--- src/rtl/drp_pkg.sv ---
// Shared DRP definitions: op encodings, engine state encoding, default widths.
// Latency: n/a (types and constants only).
// Backpressure: n/a.
package drp_pkg;

    localparam int DRP_ADDR_W = 10;
    localparam int DRP_DATA_W = 16;

    // Reserved encoding 3 is executed as a READ.
    typedef enum logic [1:0] {
        OP_READ  = 2'd0,
        OP_WRITE = 2'd1,
        OP_RMW   = 2'd2,
        OP_RSVD  = 2'd3
    } drp_op_e;

    typedef enum logic [2:0] {
        IDLE    = 3'd0,
        RD_EN   = 3'd1,
        RD_WAIT = 3'd2,
        WR_EN   = 3'd3,
        WR_WAIT = 3'd4,
        RESP    = 3'd5
    } drp_state_e;

endpackage

--- src/rtl/drp_timeout_ctr.sv ---
// Wait-state counter with last-cycle flag, plus saturating timeout event counter.
// Latency: last_o is combinational from the registered wait count; counts update next edge.
// Backpressure: none; driven every cycle by the engine FSM.
//
// Ports:
//   clk, rst     clock, async active-high reset
//   clr_i        zero the wait counter
//   inc_i        one more wait cycle elapsed without completion
//   evt_i        a timeout occurred; bump the event counter (saturating)
//   last_o       current wait cycle is the final allowed one
//   evt_cnt_o    saturating timeout event count
module drp_timeout_ctr #(
    parameter int TIMEOUT_CYCLES = 1000,
    parameter int ERRCNT_W       = 8
) (
    input  logic                clk,
    input  logic                rst,
    input  logic                clr_i,
    input  logic                inc_i,
    input  logic                evt_i,
    output logic                last_o,
    output logic [ERRCNT_W-1:0] evt_cnt_o
);

    localparam int TO_W = $clog2(TIMEOUT_CYCLES + 1);
    // Wait cycle n (1-based) sees a count of n-1, so the last allowed cycle is at N-1.
    localparam logic [TO_W-1:0] LAST_CNT = TO_W'(TIMEOUT_CYCLES - 1);

    logic [TO_W-1:0]     wait_q, wait_d;
    logic [ERRCNT_W-1:0] evt_q, evt_d;

    always_comb begin
        wait_d = wait_q;
        if (clr_i) begin
            wait_d = '0;
        end else if (inc_i) begin
            wait_d = wait_q + TO_W'(1);
        end
    end

    always_comb begin
        evt_d = evt_q;
        if (evt_i && (evt_q != '1)) begin
            evt_d = evt_q + ERRCNT_W'(1);
        end
    end

    always_ff @(posedge clk or posedge rst) begin
        if (rst) begin
            wait_q <= '0;
            evt_q  <= '0;
        end else begin
            wait_q <= wait_d;
            evt_q  <= evt_d;
        end
    end

    assign last_o    = (wait_q == LAST_CNT);
    assign evt_cnt_o = evt_q;

endmodule

--- src/rtl/drp_master.sv ---
// DRP transaction engine: queued READ / WRITE / RMW requests onto one DRP port.
// Latency: drp_en the cycle after accept; response the cycle after the final drp_rdy or expiry.
// Backpressure: req_ready only in IDLE; response held until rsp_ready.
//
// Ports:
//   clk, rst                      DRP clock, async active-high reset
//   req_valid/req_ready           request handshake with op, addr, wdata, mask
//   rsp_valid/rsp_ready           response handshake with rsp_data, rsp_timeout
//   drp_en/we/addr/di, drp_do/rdy DRP primitive port
//   busy, timeout_cnt             status
module drp_master
    import drp_pkg::*;
#(
    parameter int ADDR_W         = DRP_ADDR_W,
    parameter int DATA_W         = DRP_DATA_W,
    parameter int TIMEOUT_CYCLES = 1000,
    parameter int ERRCNT_W       = 8
) (
    input  logic                clk,
    input  logic                rst,
    input  logic                req_valid,
    output logic                req_ready,
    input  logic [1:0]          req_op,
    input  logic [ADDR_W-1:0]   req_addr,
    input  logic [DATA_W-1:0]   req_wdata,
    input  logic [DATA_W-1:0]   req_mask,
    output logic                rsp_valid,
    input  logic                rsp_ready,
    output logic [DATA_W-1:0]   rsp_data,
    output logic                rsp_timeout,
    output logic                drp_en,
    output logic                drp_we,
    output logic [ADDR_W-1:0]   drp_addr,
    output logic [DATA_W-1:0]   drp_di,
    input  logic [DATA_W-1:0]   drp_do,
    input  logic                drp_rdy,
    output logic                busy,
    output logic [ERRCNT_W-1:0] timeout_cnt
);

    drp_state_e          state_q, state_d;
    logic [1:0]          op_q, op_d;
    logic [DATA_W-1:0]   wdata_q, wdata_d;
    logic [DATA_W-1:0]   mask_q, mask_d;
    logic [DATA_W-1:0]   rd_q, rd_d;
    logic                drp_en_q, drp_en_d;
    logic                drp_we_q, drp_we_d;
    logic [ADDR_W-1:0]   drp_addr_q, drp_addr_d;
    logic [DATA_W-1:0]   drp_di_q, drp_di_d;
    logic                rsp_valid_q, rsp_valid_d;
    logic                rsp_timeout_q, rsp_timeout_d;
    logic [DATA_W-1:0]   rsp_data_q, rsp_data_d;

    logic ctr_clr, ctr_inc, ctr_evt, ctr_last;

    drp_timeout_ctr #(
        .TIMEOUT_CYCLES (TIMEOUT_CYCLES),
        .ERRCNT_W       (ERRCNT_W)
    ) u_timeout_ctr (
        .clk       (clk),
        .rst       (rst),
        .clr_i     (ctr_clr),
        .inc_i     (ctr_inc),
        .evt_i     (ctr_evt),
        .last_o    (ctr_last),
        .evt_cnt_o (timeout_cnt)
    );

    // The DRP strobes are registered, so each *_EN state is entered with drp_en
    // already set by the transition into it; the state itself drops the strobe.
    always_comb begin
        state_d       = state_q;
        op_d          = op_q;
        wdata_d       = wdata_q;
        mask_d        = mask_q;
        rd_d          = rd_q;
        drp_en_d      = 1'b0;
        drp_we_d      = 1'b0;
        drp_addr_d    = drp_addr_q;
        drp_di_d      = drp_di_q;
        rsp_valid_d   = rsp_valid_q;
        rsp_timeout_d = rsp_timeout_q;
        rsp_data_d    = rsp_data_q;
        ctr_clr       = 1'b0;
        ctr_inc       = 1'b0;
        ctr_evt       = 1'b0;

        unique case (state_q)
            IDLE: begin
                if (req_valid) begin
                    op_d       = req_op;
                    wdata_d    = req_wdata;
                    mask_d     = req_mask;
                    drp_addr_d = req_addr;
                    drp_en_d   = 1'b1;
                    if (req_op == OP_WRITE) begin
                        drp_we_d = 1'b1;
                        drp_di_d = req_wdata;
                        state_d  = WR_EN;
                    end else begin
                        state_d  = RD_EN;
                    end
                end
            end
            RD_EN: begin
                ctr_clr = 1'b1;
                state_d = RD_WAIT;
            end
            RD_WAIT: begin
                if (drp_rdy) begin
                    rd_d = drp_do;
                    if (op_q == OP_RMW) begin
                        // Write goes out on the same address, still held in drp_addr_q.
                        drp_en_d = 1'b1;
                        drp_we_d = 1'b1;
                        drp_di_d = (drp_do & ~mask_q) | (wdata_q & mask_q);
                        state_d  = WR_EN;
                    end else begin
                        rsp_valid_d   = 1'b1;
                        rsp_timeout_d = 1'b0;
                        rsp_data_d    = drp_do;
                        state_d       = RESP;
                    end
                end else if (ctr_last) begin
                    rsp_valid_d   = 1'b1;
                    rsp_timeout_d = 1'b1;
                    rsp_data_d    = '0;
                    ctr_evt       = 1'b1;
                    state_d       = RESP;
                end else begin
                    ctr_inc = 1'b1;
                end
            end
            WR_EN: begin
                ctr_clr = 1'b1;
                state_d = WR_WAIT;
            end
            WR_WAIT: begin
                if (drp_rdy) begin
                    rsp_valid_d   = 1'b1;
                    rsp_timeout_d = 1'b0;
                    rsp_data_d    = (op_q == OP_RMW) ? rd_q : '0;
                    state_d       = RESP;
                end else if (ctr_last) begin
                    rsp_valid_d   = 1'b1;
                    rsp_timeout_d = 1'b1;
                    rsp_data_d    = '0;
                    ctr_evt       = 1'b1;
                    state_d       = RESP;
                end else begin
                    ctr_inc = 1'b1;
                end
            end
            RESP: begin
                if (rsp_ready) begin
                    rsp_valid_d   = 1'b0;
                    rsp_timeout_d = 1'b0;
                    rsp_data_d    = '0;
                    state_d       = IDLE;
                end
            end
            default: state_d = IDLE;
        endcase
    end

    always_ff @(posedge clk or posedge rst) begin
        if (rst) begin
            state_q       <= IDLE;
            op_q          <= OP_READ;
            wdata_q       <= '0;
            mask_q        <= '0;
            rd_q          <= '0;
            drp_en_q      <= 1'b0;
            drp_we_q      <= 1'b0;
            drp_addr_q    <= '0;
            drp_di_q      <= '0;
            rsp_valid_q   <= 1'b0;
            rsp_timeout_q <= 1'b0;
            rsp_data_q    <= '0;
        end else begin
            state_q       <= state_d;
            op_q          <= op_d;
            wdata_q       <= wdata_d;
            mask_q        <= mask_d;
            rd_q          <= rd_d;
            drp_en_q      <= drp_en_d;
            drp_we_q      <= drp_we_d;
            drp_addr_q    <= drp_addr_d;
            drp_di_q      <= drp_di_d;
            rsp_valid_q   <= rsp_valid_d;
            rsp_timeout_q <= rsp_timeout_d;
            rsp_data_q    <= rsp_data_d;
        end
    end

    assign req_ready   = (state_q == IDLE);
    assign busy        = (state_q != IDLE);
    assign drp_en      = drp_en_q;
    assign drp_we      = drp_we_q;
    assign drp_addr    = drp_addr_q;
    assign drp_di      = drp_di_q;
    assign rsp_valid   = rsp_valid_q;
    assign rsp_timeout = rsp_timeout_q;
    assign rsp_data    = rsp_data_q;

endmodule

--- config.mk ---
export PLATFORM = sky130hd
export DESIGN_NAME = drp_master
export DESIGN_NICKNAME = d
export VERILOG_FILES = /design/src/rtl/drp_pkg.sv /design/src/rtl/drp_timeout_ctr.sv /design/src/rtl/drp_master.sv
export SDC_FILE = /design/constraint.sdc
export NUM_CORES = 1
export LEC_CHECK = 0
export CELL_PAD_IN_SITES_DETAIL_PLACEMENT = 0
export CELL_PAD_IN_SITES_GLOBAL_PLACEMENT = 1
export CORE_MARGIN = 4
export CORE_UTILIZATION = 43
export CTS_CLUSTER_DIAMETER = 150
export DETAILED_ROUTE_END_ITERATION = 7
export PLACE_DENSITY_LB_ADDON = 0.1
export RECOVER_POWER = 50
export SKIP_LAST_GASP = 1
export SLEW_MARGIN = 20
export SYNTH_ARGS = -nofsm -noshare
export SYNTH_HDL_FRONTEND = slang
export SYNTH_SLANG_ARGS = --single-unit
--- constraint.sdc ---
create_clock -name clk -period 12.4 [get_ports clk]
set_clock_uncertainty 0.05 [all_clocks]
set_input_delay 2.48 -clock clk [delete_from_list [all_inputs] [get_ports clk]]
set_output_delay 2.48 -clock clk [all_outputs]
set_load 0.005 [all_outputs]
==> impl_metrics.csv <==
group,metric,value,unit
placement,numPortBuffers,120,
floorplanning,dieWidth,118.3,microns
routing,ant_nets,0,
yosys,synthesized_area_fraction_occupied_by_xor_and_xnor_cells,0.01508,
routing,drt_iter0_markers,236,
hold_path,min_to,"drp_di[15]$_DFFE_PP0P_",
placement,place.gp.congestion,0.8051,
grt,overflow,0,
setup_path,element_type_at_the_critical_path_end,"register",
clock_network,worst_skew_pair.late_latency,410,ps
layout,multiInputGateArea,0.002173,sq mm
sta,maxSlewHeadroom,-0.7908,
outcome,outcome,"finished, violations left",
sta,aggregate_negative_setup_slack,0,ps
sta,maxClockFrequency,176.8,MHz
setup_path,crit_path_top_delay_cell,"sky130_fd_sc_hd__clkbuf_1",
floorplanning,dieArea,0.01399,sq mm
sta,setup_viol,0,
yosys,synth-seq-cells,117,
placement,dp_cells,678,
setup_path,worst_r2r_endpoint,"drp_di[8]$_DFFE_PP0P_",
routing,wl_per_cell,18.23,microns
setup_path,crit_path_start_kind,"primary input",
yosys,synth_cells,431,
layout,nets,617,
grt,grt_first_pass_wirelength,21570,microns
yosys,synthSimpleGateAreaFrac,0.1015,
floorplanning,io-pin-count,121,
placement,detailedPlacementHpwl,8639,microns
yosys,synth-seq-area-share,0.5601,
placement,postPlaceCellArea,0.006556,sq mm
clock_network,cts_tree,"yes",
power_and_ir_drop,power.density,232.4,mW/mm^2
sta,timing.final.crit_period,5657,ps
routing,wl,12940,microns
routing,drc,0,
clock_network,ctsLongestPathBuffers,2,
floorplanning,core_area,0.01196,sq mm
setup_path,crit_type,"in -> reg",
hold_path,cell_depth_of_the_worst_hold_path,2,
setup_path,worstRegToRegCells,6,
setup_path,max_stage_delay_on_crit_path,1940,ps
sta,grt_setup_unrepaired,"no",
yosys,combinational_family_with_the_most_area_after_synthesis,"multiplexers",
routing,detailroute.via_count,3852,
yosys,asyncSetResetFlopFracSynth,1.000,
run,max-cap-violations,2,
layout,postLayoutCellArea,0.007173,sq mm
yosys,synth_enable_flop_cells,0,
hold_path,min_from,"drp_di[15]$_DFFE_PP0P_",
routing,firstDrtPassIters,4,
yosys,synth_compound_gate_area_share,0.1218,
sta,final-hold-violation-count,0,
grt,grt_antenna_before_repair,0,
setup_path,critical_path.reg2reg.startpoint,"state_q[0]$_DFFE_PP0P_",
yosys,ys.flop_type,"sky130_fd_sc_hd__dfrtp_1",
yosys,synthesis.area,0.005228,sq mm
clock_network,hold_buffers,0,
grt,first_global_vias,4095,
setup_path,rrSetupSlack,8720,ps
sta,final_max_slew_viol_count,99,
clock_network,cts_sinks,117,
grt,grt_use_total,0.1970,
yosys,yosys.area_share.adder,0.004787,
placement,pre_cts_ws,7418,ps
sta,final.setup.worst_slack,6743,ps
setup_path,critical_path_required,12630,ps
layout,area.growth.synth_to_final,37.22,%
yosys,synth.area.mux_share,0.1702,
outcome,violations,"max-capacitance violations, max-slew violations",
clock_network,postCtsResizedCells,0,
power_and_ir_drop,irDropWorstVdd,152.2,uV
yosys,post_synth.cell_area_avg,12.13,sq um
setup_path,cp_cell_sequence,"dlygate4sd3_1 > nor4b_1 > clkbuf_1 > a22oi_2 > buf_4 > nand2_1 > o21ai_0",
layout,fillerInstances,984,
yosys,synth-warning-count,0,
layout,fraction_of_layout_cells_with_a_size_suffix_above_1,0.1936,
setup_path,worstPathMaxFanout,46,
yosys,synth.net_count,498,
clock_network,tritoncts.num_buffers,17,
power_and_ir_drop,cellLeakagePower,3.113,nW
clock_network,root_buffer,"sky130_fd_sc_hd__clkbuf_16",
layout,stdcell_count,710,
layout,antenna_cells_inserted,0,
floorplanning,floorplan.initialDensity,0.4370,
yosys,synthDistinctLibCells,50,
grt,largest_net_degree_at_the_start_of_global_routing,68,
sta,post-route-period-util,0.4562,
setup_path,worstSetupStartpoint,"req_valid",
floorplanning,die_h,118.3,microns
setup_path,timing.critical_path.arrival,5880,ps
clock_network,cts.reportedPaths.clkPinSlew,50,ps
hold_path,hold_path_class,"reg -> reg",
routing,routed_via_density,5.425,
sta,worst_slew_pin_slew,2686,ps
layout,register_area,0.002928,sq mm
floorplanning,floorplan.rows,40,
clock_network,post_cts.repair.setup_buffers,0,
clock_network,htree_num_levels,4,
-- through the flow --
step	utilization	power (mW)	hold slack, ps
finish	0.5997	1.667	417.7
global route	0.5997	1.771	450.2
CTS	0.6007	1.707	431.5
detailed placement	0.5481	1.178	419.5
global placement	0.5481	1.159	412.8
floorplan	-	0.9369	401.2
-- cell usage in the layout (no fill, tap or decap), drive strengths merged, types with 6 or more instances in the layout --
cell and n:
dlygate4sd3 57, inv 8, xor2 8, o21ai 19, a21oi 23, dfrtp 117, nor2b 6, clkbuf 18
clkdlybuf4s50 63, mux2i 18, nand2 24, o2bb2ai 16, a22oi 17, nor2 27, mux2 63
-- worst max-delay path: cells and delay by family --
kind / cells / cell delay, ps
buffers and inverters: 3 / 2880
AND/OR/NAND/NOR: 2 / 370
AO/OA/AOI/OAI: 2 / 140
-- area by class of cell --
type,instances,share of cell area
sequential,117,0.4082
multi-input combinational,283,0.3030
timing repair buffer,125,0.1722
clock buffer,17,0.05931
clock inverter,15,0.02843
tap,147,0.02564
inverter,6,0.003314
-- flip-flops by register name (all words and copies together), names as in the netlist --
register / cells
state_q: 3
wdata_q: 16
mask_q: 16
u_timeout_ctr.evt_cnt_o: 8
drp_we: 1
drp_di: 16
rsp_timeout: 1
u_timeout_ctr.wait_q: 10
rsp_data: 16
rd_q: 16
rsp_valid: 1
op_q: 2
drp_addr: 10
drp_en: 1
-- logic make-up after synthesis --
kind of cell | count (synthesis)
DFF | 117
and+or+nand+nor | 96
AOI/OAI and AO/OA | 95
muxes | 81
buffers and inverters | 31
xor gates and xnor gates | 9
adders and majority gates | 2
-- where the power goes --
group | total (mW) | switching, mW | leakage, nW | internal (mW)
logic | 0.508 | 0.216 | 1.36 | 0.291
clock network | 0.522 | 0.184 | 0.296 | 0.337
registers | 0.638 | 0.101 | 1.46 | 0.537
total | 1.67 | 0.502 | 3.11 | 1.17
-- layer usage --
layer  vias up  part of all wire  GRT usage
met5         -                 0          0
met2        83              0.48     0.3062
met1      1937              0.47     0.2632
li1       1816                 -          -
met3        16             0.038    0.05981
met4         0             0.013    0.06667
-- synth_stat cells, types with 4 or more instances --
master	instances	area (sq um)
sky130_fd_sc_hd__o2bb2ai_1	16	140.1
sky130_fd_sc_hd__nor3_1	4	20.02
sky130_fd_sc_hd__nor2_1	25	93.84
sky130_fd_sc_hd__buf_2	6	30.03
sky130_fd_sc_hd__clkbuf_1	16	60.06
sky130_fd_sc_hd__nand3_1	4	20.02
sky130_fd_sc_hd__nand4_1	5	31.28
sky130_fd_sc_hd__dfrtp_1	117	2928
sky130_fd_sc_hd__a21oi_1	23	115.1
sky130_fd_sc_hd__nand2b_1	5	31.28
sky130_fd_sc_hd__o31ai_1	4	30.03
sky130_fd_sc_hd__inv_1	6	22.52
sky130_fd_sc_hd__mux2_2	62	698.2
sky130_fd_sc_hd__a22oi_1	17	127.6
sky130_fd_sc_hd__nor2b_1	6	37.54
sky130_fd_sc_hd__o21ai_0	19	95.09
sky130_fd_sc_hd__xor2_1	8	70.07
sky130_fd_sc_hd__mux2i_1	18	180.2
sky130_fd_sc_hd__nand2_1	24	90.09
-- worst max path at each step --
| stage | to |
|---|---|
| 2_1_floorplan | drp_addr[0]$_DFFE_PP0P_ |
| 3_3_place_gp | u_timeout_ctr.evt_cnt_o[7]$_DFFE_PP0P_ |
| 3_5_place_dp | u_timeout_ctr.evt_cnt_o[7]$_DFFE_PP0P_ |
| 4_1_cts | u_timeout_ctr.evt_cnt_o[7]$_DFFE_PP0P_ |
| 5_1_grt | drp_di[4]$_DFFE_PP0P_ |
| 6_report | drp_di[8]$_DFFE_PP0P_ |
Note: power is estimated with default switching activity, not from simulation.
